[src/rtl/ifetch_pkg.sv]
// Shared types and constants for the instruction-fetch queue.
// FSM encoding and default sizes used by ifetch_queue and ifq_fifo.
package ifetch_pkg;

  localparam int DEPTH_DEF = 4;
  localparam int INST_W = 32;

  typedef logic [1:0] state_t;

  localparam state_t S_IDLE = 2'd0;
  localparam state_t S_REQ  = 2'd1;
  localparam state_t S_DROP = 2'd2;

endpackage

[src/rtl/ifq_fifo.sv]
// Synchronous FIFO of {pc, inst} pairs feeding decode.
// Clear wins over push and pop in the same cycle.
module ifq_fifo
  import ifetch_pkg::*;
#(
  parameter int DEPTH  = DEPTH_DEF,
  parameter int ADDR_W = 32,
  localparam int PW = $clog2(DEPTH),
  localparam int CW = PW + 1
) (
  input  logic              clk,
  input  logic              rst,
  input  logic              push,
  input  logic              pop,
  input  logic              clear,
  input  logic [ADDR_W-1:0] wr_pc,
  input  logic [INST_W-1:0] wr_inst,
  output logic              full,
  output logic              empty,
  output logic [CW-1:0]     count,
  output logic [ADDR_W-1:0] rd_pc,
  output logic [INST_W-1:0] rd_inst
);

  logic [ADDR_W-1:0] pcs   [DEPTH];
  logic [INST_W-1:0] insts [DEPTH];
  logic [PW-1:0]     wr_ptr;
  logic [PW-1:0]     rd_ptr;
  logic              do_push;
  logic              do_pop;

  assign full    = (count == CW'(DEPTH));
  assign empty   = (count == '0);
  assign do_push = push & ~clear & ~full;
  assign do_pop  = pop & ~clear & ~empty;
  assign rd_pc   = pcs[rd_ptr];
  assign rd_inst = insts[rd_ptr];

  always_ff @(posedge clk) begin
    if (rst) begin
      for (int i = 0; i < DEPTH; i++) begin
        pcs[i]   <= '0;
        insts[i] <= '0;
      end
      wr_ptr <= '0;
      rd_ptr <= '0;
      count  <= '0;
    end else if (clear) begin
      wr_ptr <= '0;
      rd_ptr <= '0;
      count  <= '0;
    end else begin
      if (do_push) begin
        pcs[wr_ptr]   <= wr_pc;
        insts[wr_ptr] <= wr_inst;
        wr_ptr        <= wr_ptr + 1'b1;
      end
      if (do_pop) begin
        rd_ptr <= rd_ptr + 1'b1;
      end
      unique case ({do_push, do_pop})
        2'b10:   count <= count + 1'b1;
        2'b01:   count <= count - 1'b1;
        default: count <= count;
      endcase
    end
  end

endmodule

[src/rtl/ifetch_queue.sv]
// Fetch front end: PC handshake, one-deep memory request FSM, decode FIFO.
// A flushed in-flight request is kept alive in DROP until its ack arrives.
module ifetch_queue
  import ifetch_pkg::*;
#(
  parameter int DEPTH  = DEPTH_DEF,
  parameter int ADDR_W = 32
) (
  input  logic              clk_i,
  input  logic              rst_i,
  input  logic              start_i,
  input  logic [ADDR_W-1:0] pc_i,
  output logic              stall_o,
  input  logic              flush_i,
  output logic              mem_req_o,
  output logic [ADDR_W-1:0] mem_addr_o,
  input  logic              mem_ack_i,
  input  logic [INST_W-1:0] mem_data_i,
  output logic              inst_valid_o,
  output logic [INST_W-1:0] inst_o,
  output logic [ADDR_W-1:0] inst_pc_o,
  input  logic              inst_ready_i
);

  localparam int CW = $clog2(DEPTH) + 1;

  state_t        state;
  logic          accept;
  logic          push;
  logic          pop;
  logic          full;
  logic          empty;
  logic [CW-1:0] fill;

  assign accept = start_i & ~flush_i & (state == S_IDLE)
                & (fill < CW'(DEPTH));
  assign stall_o = ~accept;

  assign push = (state == S_REQ) & mem_ack_i & ~flush_i & ~full;
  assign pop  = inst_valid_o & inst_ready_i & ~flush_i;

  assign inst_valid_o = ~empty;

  always_ff @(posedge clk_i) begin
    if (rst_i) begin
      state      <= S_IDLE;
      mem_req_o  <= 1'b0;
      mem_addr_o <= '0;
    end else begin
      unique case (state)
        S_IDLE: begin
          if (accept) begin
            mem_addr_o <= pc_i;
            mem_req_o  <= 1'b1;
            state      <= S_REQ;
          end
        end
        S_REQ: begin
          if (mem_ack_i) begin
            mem_req_o <= 1'b0;
            state     <= S_IDLE;
          end else if (flush_i) begin
            state <= S_DROP;
          end
        end
        S_DROP: begin
          if (mem_ack_i) begin
            mem_req_o <= 1'b0;
            state     <= S_IDLE;
          end
        end
        default: begin
          mem_req_o <= 1'b0;
          state     <= S_IDLE;
        end
      endcase
    end
  end

  ifq_fifo #(
    .DEPTH  (DEPTH),
    .ADDR_W (ADDR_W)
  ) u_fifo (
    .clk     (clk_i),
    .rst     (rst_i),
    .push    (push),
    .pop     (pop),
    .clear   (flush_i),
    .wr_pc   (mem_addr_o),
    .wr_inst (mem_data_i),
    .full    (full),
    .empty   (empty),
    .count   (fill),
    .rd_pc   (inst_pc_o),
    .rd_inst (inst_o)
  );

endmodule

[config.mk]
export PLATFORM = sky130hd
export DESIGN_NAME = ifetch_queue
export DESIGN_NICKNAME = d
export VERILOG_FILES = /design/src/rtl/ifetch_pkg.sv /design/src/rtl/ifq_fifo.sv /design/src/rtl/ifetch_queue.sv
export SDC_FILE = /design/constraint.sdc
export NUM_CORES = 1
export LEC_CHECK = 0
export ABC_AREA = 0
export CORE_MARGIN = 4
export CORE_UTILIZATION = 55
export DETAILED_ROUTE_END_ITERATION = 8
export HOLD_SLACK_MARGIN = 0.06
export PLACE_DENSITY_LB_ADDON = 0.08
export SLEW_MARGIN = 20
export SYNTH_ARGS = -nofsm -noshare
export SYNTH_HDL_FRONTEND = slang
export SYNTH_SLANG_ARGS = --single-unit
[constraint.sdc]
create_clock -name clk_i -period 10.11 [get_ports clk_i]
set_clock_uncertainty 0.1 [all_clocks]
set_input_delay 2.022 -clock clk_i [delete_from_list [all_inputs] [get_ports clk_i]]
set_output_delay 2.022 -clock clk_i [all_outputs]
set_load 0.005 [all_outputs]
==> flow_metrics.py, run 1 <==
metrics = {
    "yosys": {
        "yosys_warnings": 0,
        "async_reset_ff_share_pct": 0,
        "synth_edf_count": 256,
        "synthMuxAreaShare_pct": 11.4,
        "synthAdderAreaFrac_pct": 0.554,
        "syn_inst": 882,
        "synth.avg_cell_area_um2": 14.3,
        "synth.cell_area_um2": 12700,
        "synth-seq-cells": 300,
        "synth_top_family_by_area": "simple AND/OR/NAND/NOR gates",
        "synth_nets": 957,
        "synthSimpleGateAreaFrac_pct": 15.4,
        "synth_cell_types": 38,
        "synth_xor_area_share_pct": 0.346,
        "ys.flop_type": "edfxtp_1",
        "synth_compound_area_share_pct": 1.94,
        "synth_seq_area_share_pct": 67.7,
    },
    "floorplanning": {
        "io_pins": 169,
        "start_util_pct": 55.9,
        "dieArea_um2": 25500,
        "rows": 55,
        "core_um2": 22600,
        "fp.dieW_um": 160,
        "die_h_um": 160,
    },
    "layout": {
        "multiInputGateArea_um2": 3820,
        "drive_gt1_share_pct": 16.1,
        "diodes": 0,
        "regArea_um2": 8580,
        "syn_to_final_growth_pct": 23.0,
        "n_fill_cell": 1565,
        "fin_nets": 1113,
    },
    "sta": {
        "fmax_ghz": 0.170,
        "fin_crit_sh_pct": 58.1,
        "setup_viol": 0,
        "hold_violations": 0,
        "report.final.slew_viol_count": 0,
        "tightest_slew_ns": 1.10,
        "timing.slew.headroom_pct": 26.8,
        "grt_setup_unrepaired": "no",
        "min_period_ns": 5.87,
        "tns_ns": 0,
        "final.setup.worst_slack_ns": 4.24,
    },
    "status": {
        "outcome": "complete, no violations",
    },
    "routing": {
        "via_count": 7461,
        "via_per_inst": 5.54,
        "ant_nets": 0,
        "drc_errors": 0,
        "wire_per_inst_um": 20.2,
        "wl_um": 27300,
        "dr.pass1.iters": 5,
        "drt_iter0_drc": 450,
    },
    "place": {
        "portBuffers": 168,
        "globalplace.congestion": 0.756,
        "place_ws_ns": 4.18,
        "dp_hpwl_um": 15300,
    },
    "grt": {
        "antenna_found_initial": 0,
        "grt_pass1_wl_um": 43000,
        "grt_pass1_vias": 7667,
        "grt_start_max_net_pins": 65,
        "grt_usage_pct": 21.3,
        "overflow": 0,
    },
    "pwr": {
        "total_leakage_power_nw": 5.25,
        "powerDensity_nw_per_um2": 172,
        "ir_drop_mv": 0.156,
    },
    "clock_tree": {
        "clk_latency_ns": 0.54,
        "cts.repair.resized": 0,
        "cts-root-buf": "clkbuf_16",
        "cts.sinks": 300,
        "cts_hold_buf": 0,
        "clockBufferDepth": 3,
        "cts_setup_buffers": 0,
        "cts_buffers": 30,
        "cts_tree": "built",
        "htree_num_levels": 1,
        "path_clk_slew_ns": 0.06,
    },
    "setup_path": {
        "endpoint_kind": "primary output",
        "arrival_ns": 3.75,
        "cp_max_fo": 35,
        "required_ns": 7.99,
        "start_kind": "input port",
        "path_class": "input port to primary output",
        "critPathLaunch": "flush_i",
        "reg2reg_from": "state[1]",
    },
    "min_path": {
        "min_from": "mem_addr_o[0]",
        "hp-class": "flip-flop to flip-flop",
    },
    "flow_run": {
        "cap_viol_max_count": 0,
    },
}
[report_power, final]
| part | leakage [nW] | internal (mW) | total (mW) | switching (mW) |
|---|---|---|---|---|
| Sequential | 3.01 | 1.39 | 1.41 | 0.0184 |
| Clock | 0.493 | 0.656 | 1.10 | 0.447 |
| Combinational | 1.75 | 0.0833 | 0.170 | 0.0868 |
[sequential cells by signal, summed over array words and instances (netlist names), named ones only]
name / count
mem_req_o: 1
state: 2
u_fifo.count: 3
u_fifo.rd_ptr: 2
u_fifo.wr_ptr: 2
u_fifo.insts: 128
mem_addr_o: 32
u_fifo.pcs: 128
[metrics by stage]
stage               instance area, um2  util, %  total power, mW  hold slack [ns]  std cells
finish                           15600     68.7             2.68            0.377       1347
CTS                              15500     68.7             2.70            0.377       1346
floorplan                        12700        -             1.50            0.366        882
detailed placement               14500     64.2             1.60            0.367       1290
global route                     15600     68.7             2.77            0.399       1347
global placement                 14500     64.2             1.60            0.358       1290
[cells by family (layout without fill, tap and decap cells)]
kind of cell	Yosys count	count (layout)
xor+xnor	5	5
simple gates	398	398
flops	300	300
buf+inv	66	246
mux	64	64
compound gates	44	44
fa+ha+maj	5	5
[critical path: stages]
cell and delay, ns:
clkdlybuf4s50_1 0.52, nor4bb_4 0.32, clkinv_1 0.09, buf_4 0.27
clkdlybuf4s50_1 0.50
[synth_stat cells (2+ instances only)]
library cell | instances | area share, %
a21oi_1 | 36 | 1.4
and2_1 | 72 | 3.6
buf_1 | 2 | 0.059
buf_2 | 15 | 0.59
buf_6 | 5 | 0.45
buf_8 | 2 | 0.24
clkbuf_1 | 31 | 0.92
clkinv_1 | 2 | 0.059
dfxtp_1 | 44 | 7.0
edfxtp_1 | 256 | 61
ha_1 | 4 | 0.40
inv_1 | 8 | 0.24
mux4_2 | 64 | 11
nand2_1 | 115 | 3.4
nand2b_1 | 2 | 0.099
nor2_1 | 165 | 4.9
nor2_2 | 9 | 0.45
nor2_4 | 20 | 1.8
nor4_4 | 3 | 0.50
o21ai_0 | 3 | 0.12
or3_1 | 4 | 0.20
xnor2_1 | 3 | 0.21
xor2_1 | 2 | 0.14
[placed cells by master (no fill, tap or decap), drive strengths merged]
cell and instances:
or2 1, nor2 194, nor2b 2, clkdlybuf4s50 167
a211o 1, nor4 3, o311ai 1, o21ai 3
inv 10, or3 5, edfxtp 256, clkinv 9
fa 1, and4b 1, xnor2 3, nor4bb 1
mux4 64, buf 13, xor2 2, nand4 1
o31ai 1, clkinvlp 2, and3b 1, nand2 115
clkbuf 43, ha 4, dfxtp 44, a21oi 36
o21bai 1, and2 72, nand2b 2, a32o 1
bufinv 2
[per-layer routing]
metal  global-route usage, %  part of all wire, %
met2                    37.3                   51
met1                    28.4                   41
met3                    3.43                  5.9
met5                       0                    0
met4                    5.01                  1.7
[area by class of cell]
type / instances / area share (%)
inverters: 10 / 0.241
multi-input cells: 516 / 24.5
clock buffers: 43 / 5.66
repair buffers: 180 / 11.4
flip-flops and latches: 300 / 55.1
clock inverters: 13 / 0.796
well taps: 285 / 2.29
[worst paths after layout]
check	end	slack (ns)	depth (start not counted)
setup / recovery	stall_o	4.24	5
hold reg to reg	mem_addr_o[0]	0.38	2
hold / removal	mem_addr_o[0]	0.38	2
setup reg to reg	u_fifo.pcs[2][12]	6.14	7
No activity file was read; power rests on OpenSTA's default activity.
==> run 2, diff against run 1 <==
- clock period: 10.11 -> 5.6 ns (I/O delays scaled with it)
==> run 2 against run 1 <==
Against the previous run: sequential cell count is the same; cell area fell by 0.16%; via count rose by 0.29%; non-clock buffer count rose by 1; critical path depth fell by 2; highest routed layer unchanged; total power grew 79%; worst hold slack worse by 0.0027 ns; critical endpoint is now inst_pc_o[4]; worst setup slack lost 2.7 ns.
==> flow_metrics.py, run 2 (same netlist as run 1, synthesis figures left out) <==
metrics = {
    "routing": {
        "dr.pass1.iters": 5,
        "wl_um": 27500,
        "via_count": 7483,
        "drt_iter0_drc": 486,
        "drc_errors": 0,
        "ant_nets": 0,
        "wire_per_inst_um": 20.4,
        "via_per_inst": 5.56,
    },
    "floorplanning": {
        "rows": 55,
        "dieArea_um2": 25500,
        "io_pins": 169,
        "start_util_pct": 55.9,
        "fp.dieW_um": 160,
        "core_um2": 22600,
        "die_h_um": 160,
    },
    "clock_tree": {
        "cts_buffers": 30,
        "cts-root-buf": "clkbuf_16",
        "htree_num_levels": 1,
        "cts_setup_buffers": 0,
        "path_clk_slew_ns": 0.06,
        "clockBufferDepth": 3,
        "cts_hold_buf": 0,
        "cts.repair.resized": 0,
        "cts_tree": "built",
        "clk_latency_ns": 0.54,
        "cts.sinks": 300,
    },
    "min_path": {
        "hp-class": "flip-flop to flip-flop",
    },
    "layout": {
        "syn_to_final_growth_pct": 22.8,
        "stdcell_area_um2": 15500,
        "fin_cells": 1347,
        "fin_nets": 1114,
        "mostFrequentLayoutCells": "edfxtp_1, clkdlybuf4s50_1, nor2_1, nand2_1, and2_1",
        "n_fill_cell": 1615,
        "reg.largest.list": "u_fifo.insts: 128 flops, u_fifo.pcs: 128 flops, mem_addr_o: 32 flops",
        "regArea_um2": 8580,
        "drive_gt1_share_pct": 15.6,
        "mostFrequentLayoutCell": "edfxtp_1",
        "multiInputGateArea_um2": 3820,
        "diodes": 0,
    },
    "setup_path": {
        "worst-path-buf-inv": 2,
        "required_ns": 4.38,
        "cp_max_fo": 31,
        "endpoint_kind": "primary output",
        "start_kind": "flip-flop",
        "path_class": "flip-flop to primary output",
        "crit_chain": "buf_4 -> mux4_2 -> clkdlybuf4s50_1",
        "path_delay_family": "buffers and inverters",
        "arrival_ns": 2.87,
        "slowest_stage": "dfxtp_4",
        "cpPeakStageDelay_ns": 0.77,
    },
    "sta": {
        "grt_setup_unrepaired": "no",
        "fin_crit_sh_pct": 73.1,
        "report.final.slew_viol_count": 0,
        "min_period_ns": 4.09,
        "tightest_slew_ns": 1.06,
        "whs_ns": 0.374,
        "timing.slew.headroom_pct": 28.8,
        "final.setup.worst_slack_ns": 1.51,
        "hold_violations": 0,
        "fmax_ghz": 0.244,
        "setup_viol": 0,
        "tns_ns": 0,
    },
    "place": {
        "portBuffers": 168,
        "globalplace.congestion": 0.728,
        "dp_cells": 1292,
        "postPlaceCellArea_um2": 14600,
        "place_ws_ns": 1.46,
        "dp_hpwl_um": 15500,
    },
    "grt": {
        "overflow": 0,
        "antenna_found_initial": 0,
        "grt_start_max_net_pins": 65,
        "grt_pass1_vias": 7914,
        "grt_pass1_wl_um": 43200,
        "grt_usage_pct": 21.4,
    },
    "status": {
        "outcome": "complete, no violations",
    },
    "pwr": {
        "total_leakage_power_nw": 5.24,
        "powerDensity_nw_per_um2": 309,
        "ir_drop_mv": 0.219,
    },
    "flow_run": {
        "cap_viol_max_count": 0,
    },
}
run 2: cell types whose count changed in the layout (fill, tap and decap cells not counted), sizes merged:
cell / delta
inv: -1
buf: +1
clkinvlp: -2
clkbuf: -1
clkinv: +2
bufinv: +1
run 2: power breakdown:
group | internal (mW) | switching, mW
Combinational | 0.151 | 0.156
Clock | 1.16 | 0.794
Sequential | 2.50 | 0.0342
Total | 3.82 | 0.985
run 2: path summary, 6_finish.rpt:
path	start	endpoint	slack (ns)	cells after the start
max	flip-flop	inst_pc_o[4]	1.51	3
min	mem_addr_o[1]	mem_addr_o[1]	0.37	2
max reg2reg	state[1]	u_fifo.pcs[0][4]	2.57	7
min reg2reg	mem_addr_o[1]	mem_addr_o[1]	0.37	2
run 2: tightest hold or removal path, stage by stage, from the launching register on:
cell,delay (ns)
dfxtp_1,0.32
nand2_1,0.05
a21oi_1,0.05
run 2: metal layers:
layer	global-route usage, %	routed length (um)
met5	0	0
met1	28.5	11300
met4	4.54	484
met3	3.61	1620
met2	37.6	14100
run 2: area by class of cell:
cell class	instances	share of cell area, %
clock buffers	42	5.32
repair buffers	181	11.5
flip-flops and latches	300	55.2
multi-input cells	516	24.6
clock inverters	13	0.878
inverters	10	0.242
well taps	285	2.30
run 2: stage by stage:
step | total power [mW] | util [%]
final | 4.80 | 68.6
after global routing | 4.96 | 68.6
after CTS | 4.84 | 68.6
after global placement | 2.89 | 64.4
after floorplan | 2.71 | -
after detailed placement | 2.90 | 64.4
==> run 3, diff against run 2 <==
- CORE_UTILIZATION: 55 -> 50
- clock period: 5.6 -> 3.72 ns (I/O delays scaled with it)
==> run 3 against run 2 <==
Against the previous run: global-route usage shrank 1.3 points; critical path depth is the same; non-clock buffer count grew 11; register-to-register slack lost 1.4 ns; via count grew 0.40%; sequential share of layout area shrank 0.85 points; die area grew 9.5%; sequential cell count is the same; first-iteration DRC count grew 44%; combinational power grew 58%.
==> flow_metrics.py, run 3 (same netlist as run 1, synthesis figures left out) <==
metrics = {
    "clock_tree": {
        "clk_latency_ns": 0.55,
        "cts_buffers": 30,
        "clockBufferDepth": 3,
        "path_clk_slew_ns": 0.06,
        "cts_hold_buf": 0,
        "cts_tree": "built",
        "cts.repair.resized": 0,
        "htree_num_levels": 1,
        "cts.sinks": 300,
        "cts_setup_buffers": 0,
        "cts-root-buf": "clkbuf_16",
    },
    "grt": {
        "grt_pass1_vias": 7829,
        "grt_usage_pct": 20.1,
        "antenna_found_initial": 0,
        "grt_start_max_net_pins": 65,
        "overflow": 0,
        "grt_pass1_wl_um": 44700,
    },
    "sta": {
        "fin_crit_sh_pct": 89.7,
        "setup_viol": 0,
        "tightest_slew_ns": 1.05,
        "fmax_ghz": 0.300,
        "timing.slew.headroom_pct": 29.8,
        "report.final.slew_viol_count": 0,
        "hold_violations": 0,
        "tns_ns": 0,
        "min_period_ns": 3.34,
        "grt_setup_unrepaired": "no",
    },
    "layout": {
        "diodes": 0,
        "syn_to_final_growth_pct": 24.7,
        "n_fill_cell": 1857,
        "utilization_pct": 64.1,
        "mostFrequentLayoutCell": "edfxtp_1",
        "fin_nets": 1125,
        "reg.largest.list": "u_fifo.insts: 128 flops, u_fifo.pcs: 128 flops, mem_addr_o: 32 flops",
        "drive_gt1_share_pct": 16.7,
        "fin_cells": 1398,
        "mostFrequentLayoutCells": "edfxtp_1, clkdlybuf4s50_1, nor2_1, nand2_1, and2_1",
    },
    "floorplanning": {
        "core_um2": 24600,
        "fp.dieW_um": 167,
        "start_util_pct": 51.4,
        "io_pins": 169,
        "dieArea_um2": 27900,
        "die_h_um": 167,
        "rows": 57,
    },
    "pwr": {
        "ir_drop_mv": 0.296,
        "total_leakage_power_nw": 5.33,
        "powerDensity_nw_per_um2": 462,
        "power.total_mw": 7.29,
    },
    "min_path": {
        "hp-class": "flip-flop to flip-flop",
    },
    "setup_path": {
        "path_class": "flip-flop to primary output",
        "required_ns": 2.88,
        "start_kind": "flip-flop",
        "cp_max_fo": 64,
        "arrival_ns": 2.49,
        "endpoint_kind": "primary output",
    },
    "routing": {
        "dr.pass1.iters": 5,
        "via_count": 7513,
        "via_per_inst": 5.37,
        "wl_um": 28300,
        "ant_nets": 0,
        "drt_iter0_drc": 698,
        "wire_per_inst_um": 20.2,
        "drc_errors": 0,
    },
    "place": {
        "globalplace.congestion": 0.740,
        "dp_cells": 1342,
        "dp_hpwl_um": 16700,
        "portBuffers": 168,
    },
    "flow_run": {
        "cap_viol_max_count": 0,
    },
    "status": {
        "outcome": "complete, no violations",
    },
}
[run 3: routing by layer]
metal	global-route usage [%]	part of all wire, %	vias to the layer above
met3	3.34	6.9	40
met1	29.0	43	3715
met4	4.06	1.7	0
li1	-	-	3490
met2	33.0	48	268
met5	0	0	-
[run 3: worst max-delay path, cell delays in order, from the launching register on]
cell and delay (ns):
dfxtp_4 0.35, buf_12 0.41, mux4_2 0.64, clkdlybuf4s50_1 0.48
[run 3: power by group]
part,internal (mW),switching (mW),leakage [nW]
combinational,0.244,0.242,1.84
sequential,3.77,0.0530,3.01
clock,1.74,1.24,0.480
[run 3: final timing paths]
kind / cells past startpoint / endpoint / startpoint / slack [ns]
worst max-delay path: 3 / inst_pc_o[22] / flip-flop / 0.38
worst min-delay path: 2 / mem_req_o / mem_req_o / 0.38
worst max register to register: 5 / u_fifo.insts[2][31] / u_fifo.count[2] / 1.16
worst min register to register: 2 / mem_req_o / mem_req_o / 0.38
[run 3: metrics by stage]
| step | area, um2 | setup slack, ns | hold WS (ns) |
|---|---|---|---|
| after floorplan | 12700 | 0.0618 | 0.366 |
| after global placement | 14800 | 0.547 | 0.363 |
| after detailed placement | 14800 | 0.510 | 0.370 |
| after CTS | 15800 | 0.331 | 0.377 |
| after global routing | 15800 | 0.265 | 0.415 |
| final | 15800 | 0.384 | 0.376 |
[run 3: layout make-up]
cell class / count / area, um2 / share of cell area, %
clock buffer: 37 / 808 / 5.12
clock inverter: 19 / 168 / 1.06
inverter: 10 / 37.5 / 0.238
multi-input combinational: 516 / 3820 / 24.2
sequential: 300 / 8580 / 54.3
tap: 324 / 405 / 2.57
timing repair buffer: 192 / 1970 / 12.5
